==> config.mk <==
export PLATFORM = sky130hd
export DESIGN_NAME = draw_source_sequencer
export DESIGN_NICKNAME = d
export VERILOG_FILES = /design/src/rtl/draw_source_sequencer_pkg.sv /design/src/rtl/draw_source_sequencer_watchdog.sv /design/src/rtl/draw_source_sequencer.sv
export SDC_FILE = /design/constraint.sdc
export NUM_CORES = 1
export LEC_CHECK = 0
export ABC_AREA = 1
export ABC_CLOCK_PERIOD_IN_PS = 1600
export BUFFER_PORTS_ARGS = -buffer_cell sky130_fd_sc_hd__buf_2
export CAP_MARGIN = 20
export CORE_MARGIN = 2
export CORE_UTILIZATION = 46
export DETAILED_ROUTE_END_ITERATION = 10
export PLACE_DENSITY_LB_ADDON = 0.1
export SYNTH_ARGS = -nofsm -noshare
export SYNTH_HDL_FRONTEND = slang
export SYNTH_SLANG_ARGS = --single-unit
==> constraint.sdc <==
create_clock -name clk -period 1.6 [get_ports clk]
set_input_delay 0.24 -clock clk [delete_from_list [all_inputs] [get_ports clk]]
set_output_delay 0.24 -clock clk [all_outputs]
set_load 0.02 [all_outputs]
==> src/rtl/draw_source_sequencer_pkg.sv <==
// Shared draw package: frame manager constants, pixel bus widths, and the
// draw source sequencer state encoding.
package draw_source_sequencer_pkg;

  localparam int FRAME_WIDTH       = 640;
  localparam int FRAME_HEIGHT      = 480;
  localparam int DRAW_WIDTH_ADDRW  = $clog2(FRAME_WIDTH);
  localparam int DRAW_HEIGHT_ADDRW = $clog2(FRAME_HEIGHT);
  localparam int COLOR_DEPTH       = 8;
  localparam int SOURCE_SEL_ADDRW  = 3;

  typedef enum logic [2:0] {
    S_IDLE,
    S_SELECT,
    S_AWAIT,
    S_DRAWING,
    S_NEXT,
    S_DONE
  } draw_state_e;

  typedef struct packed {
    logic [DRAW_WIDTH_ADDRW-1:0]  x;
    logic [DRAW_HEIGHT_ADDRW-1:0] y;
    logic [COLOR_DEPTH-1:0]       data;
  } pixel_t;

endpackage

==> src/rtl/draw_source_sequencer_watchdog.sv <==
// draw_watchdog: counts cycles while start is high; expired fires on the
// TIMEOUT_CYCLES-th counted cycle. clear restarts the count.
module draw_watchdog #(
  parameter int TIMEOUT_CYCLES = 1023
) (
  input  logic clk,
  input  logic resetN,
  input  logic start,
  input  logic clear,
  output logic expired
);

  localparam int CW = $clog2(TIMEOUT_CYCLES + 1);
  localparam logic [CW-1:0] LAST = CW'(TIMEOUT_CYCLES - 1);

  logic [CW-1:0] cnt;

  assign expired = start && (cnt == LAST);

  always_ff @(posedge clk or negedge resetN) begin
    if (!resetN)                 cnt <= '0;
    else if (clear)              cnt <= '0;
    else if (start && !expired)  cnt <= cnt + 1'b1;
  end

endmodule

==> src/rtl/draw_source_sequencer.sv <==
// Grants the shared pixel write bus to each draw source in turn and forwards
// opaque pixels to the framebuffer. DRAW_SEQ_TIMEOUT_EN adds a per-source wait limit.
module draw_source_sequencer
  import draw_source_sequencer_pkg::*;
#(
  parameter int SOURCE_COUNT   = 4,
  parameter int TIMEOUT_CYCLES = 1023
) (
  input  logic                         clk,
  input  logic                         resetN,
  input  logic                         frame_start,
  output logic [SOURCE_SEL_ADDRW-1:0]  write_source_sel,
  output logic                         write_awaited,
  input  logic                         write_active,
  input  logic                         write_transparent,
  input  logic [COLOR_DEPTH-1:0]       write_color_data,
  input  logic [DRAW_WIDTH_ADDRW-1:0]  write_x_addr,
  input  logic [DRAW_HEIGHT_ADDRW-1:0] write_y_addr,
  output logic                         fb_we,
  output logic [DRAW_WIDTH_ADDRW-1:0]  fb_x,
  output logic [DRAW_HEIGHT_ADDRW-1:0] fb_y,
  output logic [COLOR_DEPTH-1:0]       fb_data,
  output logic                         frame_done,
  output logic                         frame_overrun,
  output logic                         timeout_flag
);

  localparam logic [SOURCE_SEL_ADDRW-1:0] LAST_IDX = SOURCE_SEL_ADDRW'(SOURCE_COUNT - 1);

  draw_state_e                 state, state_nxt;
  logic [SOURCE_SEL_ADDRW-1:0] idx, idx_nxt;
  logic                        act, capture, expired;
  pixel_t                      pix_in, pix_q;

  // Floating or unknown bus reads as idle.
  assign act    = (write_active === 1'b1);
  assign pix_in = '{x: write_x_addr, y: write_y_addr, data: write_color_data};

  always_comb begin
    state_nxt = state;
    idx_nxt   = idx;
    case (state)
      S_IDLE:    if (frame_start) begin
                   state_nxt = S_SELECT;
                   idx_nxt   = '0;
                 end
      S_SELECT:  state_nxt = S_AWAIT;
      S_AWAIT:   if (act)          state_nxt = S_DRAWING;
                 else if (expired) state_nxt = S_NEXT;
      S_DRAWING: if (!act)         state_nxt = S_NEXT;
      S_NEXT:    if (idx == LAST_IDX) state_nxt = S_DONE;
                 else begin
                   idx_nxt   = idx + 1'b1;
                   state_nxt = S_SELECT;
                 end
      S_DONE:    state_nxt = S_IDLE;
      default:   state_nxt = S_IDLE;
    endcase
  end

  assign write_awaited    = (state == S_AWAIT) || (state == S_DRAWING);
  assign write_source_sel = (state == S_SELECT || state == S_AWAIT ||
                             state == S_DRAWING || state == S_NEXT) ? idx : '0;
  assign frame_done       = (state == S_DONE);
  assign capture          = write_awaited && act && !write_transparent;
  assign fb_x             = pix_q.x;
  assign fb_y             = pix_q.y;
  assign fb_data          = pix_q.data;

  always_ff @(posedge clk or negedge resetN) begin
    if (!resetN) begin
      state         <= S_IDLE;
      idx           <= '0;
      fb_we         <= 1'b0;
      pix_q         <= '0;
      frame_overrun <= 1'b0;
    end else begin
      state         <= state_nxt;
      idx           <= idx_nxt;
      fb_we         <= capture;
      frame_overrun <= frame_start && (state != S_IDLE);
      if (capture) pix_q <= pix_in;
    end
  end

`ifdef DRAW_SEQ_TIMEOUT_EN
  // Count restarts in SELECT so every source gets a full AWAIT window.
  draw_watchdog #(.TIMEOUT_CYCLES(TIMEOUT_CYCLES)) u_watchdog (
    .clk     (clk),
    .resetN  (resetN),
    .start   (state == S_AWAIT),
    .clear   (state == S_SELECT),
    .expired (expired)
  );

  always_ff @(posedge clk or negedge resetN) begin
    if (!resetN)                                  timeout_flag <= 1'b0;
    else if (state == S_AWAIT && !act && expired) timeout_flag <= 1'b1;
  end
`else
  assign expired      = 1'b0;
  assign timeout_flag = 1'b0;
`endif

endmodule

==> metrics.csv <==
metric,value,unit
die_w,61.2,µm
end_kind,output port,
via_per_inst,4.49,
fin_crit,1.56,ns
path_class,flip-flop to output port,
dp_cells,288,
reg2reg_slack,0.17,ns
antenna_cells,0,
ant_nets,0,
track_usage,19.0,%
crit_buf_inv,2,
worstSetupStartpointType,flip-flop,
final_cell_area,2060,µm²
final_cell_count_no_fill,304,
io_pins,67,
portBuffers,65,
yosysMostFrequentCell,nand2_1,
grt_pass1_wl,5100,µm
worstPathCellList,"inv_2, nand2_4, nor2_4, nor2_2, nor2_1, buf_4",
drive_gt1_share,36.5,%
area.growth.synth_to_final,36.9,%
synth_edf_count,0,
syn-num-nets,215,
critical_path_arrival,1.32,ns
drc,0,
critPathTopFamily,flip-flops,
fmax,641,MHz
drv_cap,0,
cts_tree,done,
antenna_found_initial,0,
critPathMaxFanout,5,
clk_latency,0.34,ns
syn_area_per_cell,8.31,µm²
synth_area_leaders,"dfrtp_1, nand2_1, nand3_1",
cts.sinks,35,
drt-pass1-iter-count,4,
cp-endpoint,write_source_sel[2],
critPathMaxStageDelay,0.46,ns
irDropWorstVdd,1.24,mV
die_height,61.2,µm
coreArea,3080,µm²
ys_seq_elements,35,
r2r_end,fb_y[0],
dieArea,3740,µm²
drt-initial-drc-count,52,
routedWlPerCell,10.5,µm
cts-root-buf,clkbuf_4,
ys.flop_type,dfrtp_1,
setup_viol,0,
synth_top_area_cell,dfrtp_1,
grt_max_degree,36,
finalHoldViolations,0,
leakage,1.23,nW
yosys_warnings,0,
cellPowerDensity,2030,nW/µm²
yosysSeqAreaShare,58.2,%
reg2reg_from,state[1],
grt_pass1_vias,1195,
htree_levels,2,
wirelength,3190,µm
outcome,completed,
vias,1365,
crit_path_start,state[1],
total_power,4.17,mW
final_util,66.9,%
slew_violations,0,
gr-total-overflow,0,
placementRows,20,
nets,293,
ys_types,18,
slowest_stage,dfrtp_2,
min_path_type,primary input to flip-flop,
cts_buffers,5,
synthTopCellsByCount,"nand2_1, dfrtp_1, inv_1, nor2_1, nand3_1",
path_depth,6,
gp_congestion,0.823,
start_util,48.9,%
syn-instance-count,181,
r2r_cells,7,
synthArstFlopShare,100,%
synth_top_area_share,58.2,%
rsz0062_at_grt,yes,
syn-cell-area,1500,µm²
dpl.hpwl,2210,µm
place_area,1880,µm²
finalClockSkew,0.00566,ns
clkTransAtPathRegs,0.11,ns
fin_crit_sh,97.5,%
clock_path_buffers,2,
worstPathRequired,1.36,ns
[final cells by class]
cell class / count / area (µm²)
multi-input combinational: 126 / 547
timing repair buffer: 76 / 437
fill: 285 / 1020
clock buffer: 5 / 37.5
tap: 44 / 55.1
clock inverter: 3 / 43.8
inverter: 15 / 61.3
sequential: 35 / 878
[worst min-delay path, stage by stage]
cell,delay [ns]
buf_2,0.07
nand2_1,0.04
nand2_1,0.04
[cell usage in the layout (no fill, tap or decap), drive strengths merged, types with 2 or more instances in the layout]
cell type,instances
clkinv,2
inv,15
nor3,2
nand2,96
buf,75
dfrtp,35
nand3,9
clkbuf,5
ha,2
nor2,11
o21ai,2
a21oi,2
[registers in the layout, indices dropped and copies added, names as in the netlist]
signal and flops:
fb_data 8, state 3, fb_y 9, frame_overrun 1, fb_x 10, fb_we 1, idx 3
[worst min-delay path by stage]
stage                               start             to  slack, ns  cells past startpoint
after floorplan                    resetN     fb_data[0]      -0.06                      0
after global placement             resetN  frame_overrun       0.22                      2
after detailed placement           resetN  frame_overrun       0.21                      2
after CTS                 write_x_addr[3]        fb_x[3]       0.07                      3
after global routing      write_x_addr[0]        fb_x[0]       0.07                      3
final                     write_x_addr[1]        fb_x[1]       0.09                      3
[routing by layer]
metal | vias up | share of wire, % | GRT usage [%]
li1 | 703 | - | -
met5 | - | 0 | 0
met1 | 598 | 43 | 24.6
met2 | 57 | 45 | 28.0
met3 | 7 | 11 | 8.82
met4 | 0 | 1.7 | 7.14
[cells by family (layout without fill, tap and decap cells)]
kind of cell             count (synthesis)  after routing  share of synthesized area [%]
AO/OA/AOI/OAI                            4              4                           1.33
adder cells (fa/ha/maj)                  2              2                           1.66
buffers and inverters                   20             99                           6.74
flip-flops                              35             35                           58.2
other                                    1              1                          0.249
AND/OR/NAND/NOR                        119            119                           31.8
[repair_timing]
action / CTS / global route
gates cloned: 0 / 0
buffers inserted: 7 / 0
pin swaps: 4 / 2
hold buffers: 1 / 0
resized for setup: 9 / 5
setup endpoints to repair: 3 / 5
hold endpoints to repair: 35 / 0
[power by group]
| group | switching (mW) | total, mW | leakage (nW) | internal (mW) |
|---|---|---|---|---|
| Clock | 0.300 | 0.629 | 0.0452 | 0.329 |
| Sequential | 0.235 | 1.52 | 0.439 | 1.29 |
| Combinational | 1.26 | 2.02 | 0.750 | 0.766 |
| Total | 1.79 | 4.17 | 1.23 | 2.38 |
[per-stage QoR]
step                hold slack (ns)  setup slack [ns]  setup TNS (ns)
floorplan                   -0.0556             0.329               0
global placement              0.216             0.282               0
detailed placement            0.214             0.260               0
CTS                          0.0687          -0.00465        -0.00465
global route                 0.0689           -0.0575          -0.161
finish                       0.0877            0.0399               0
(Power assumes the default switching activity.)
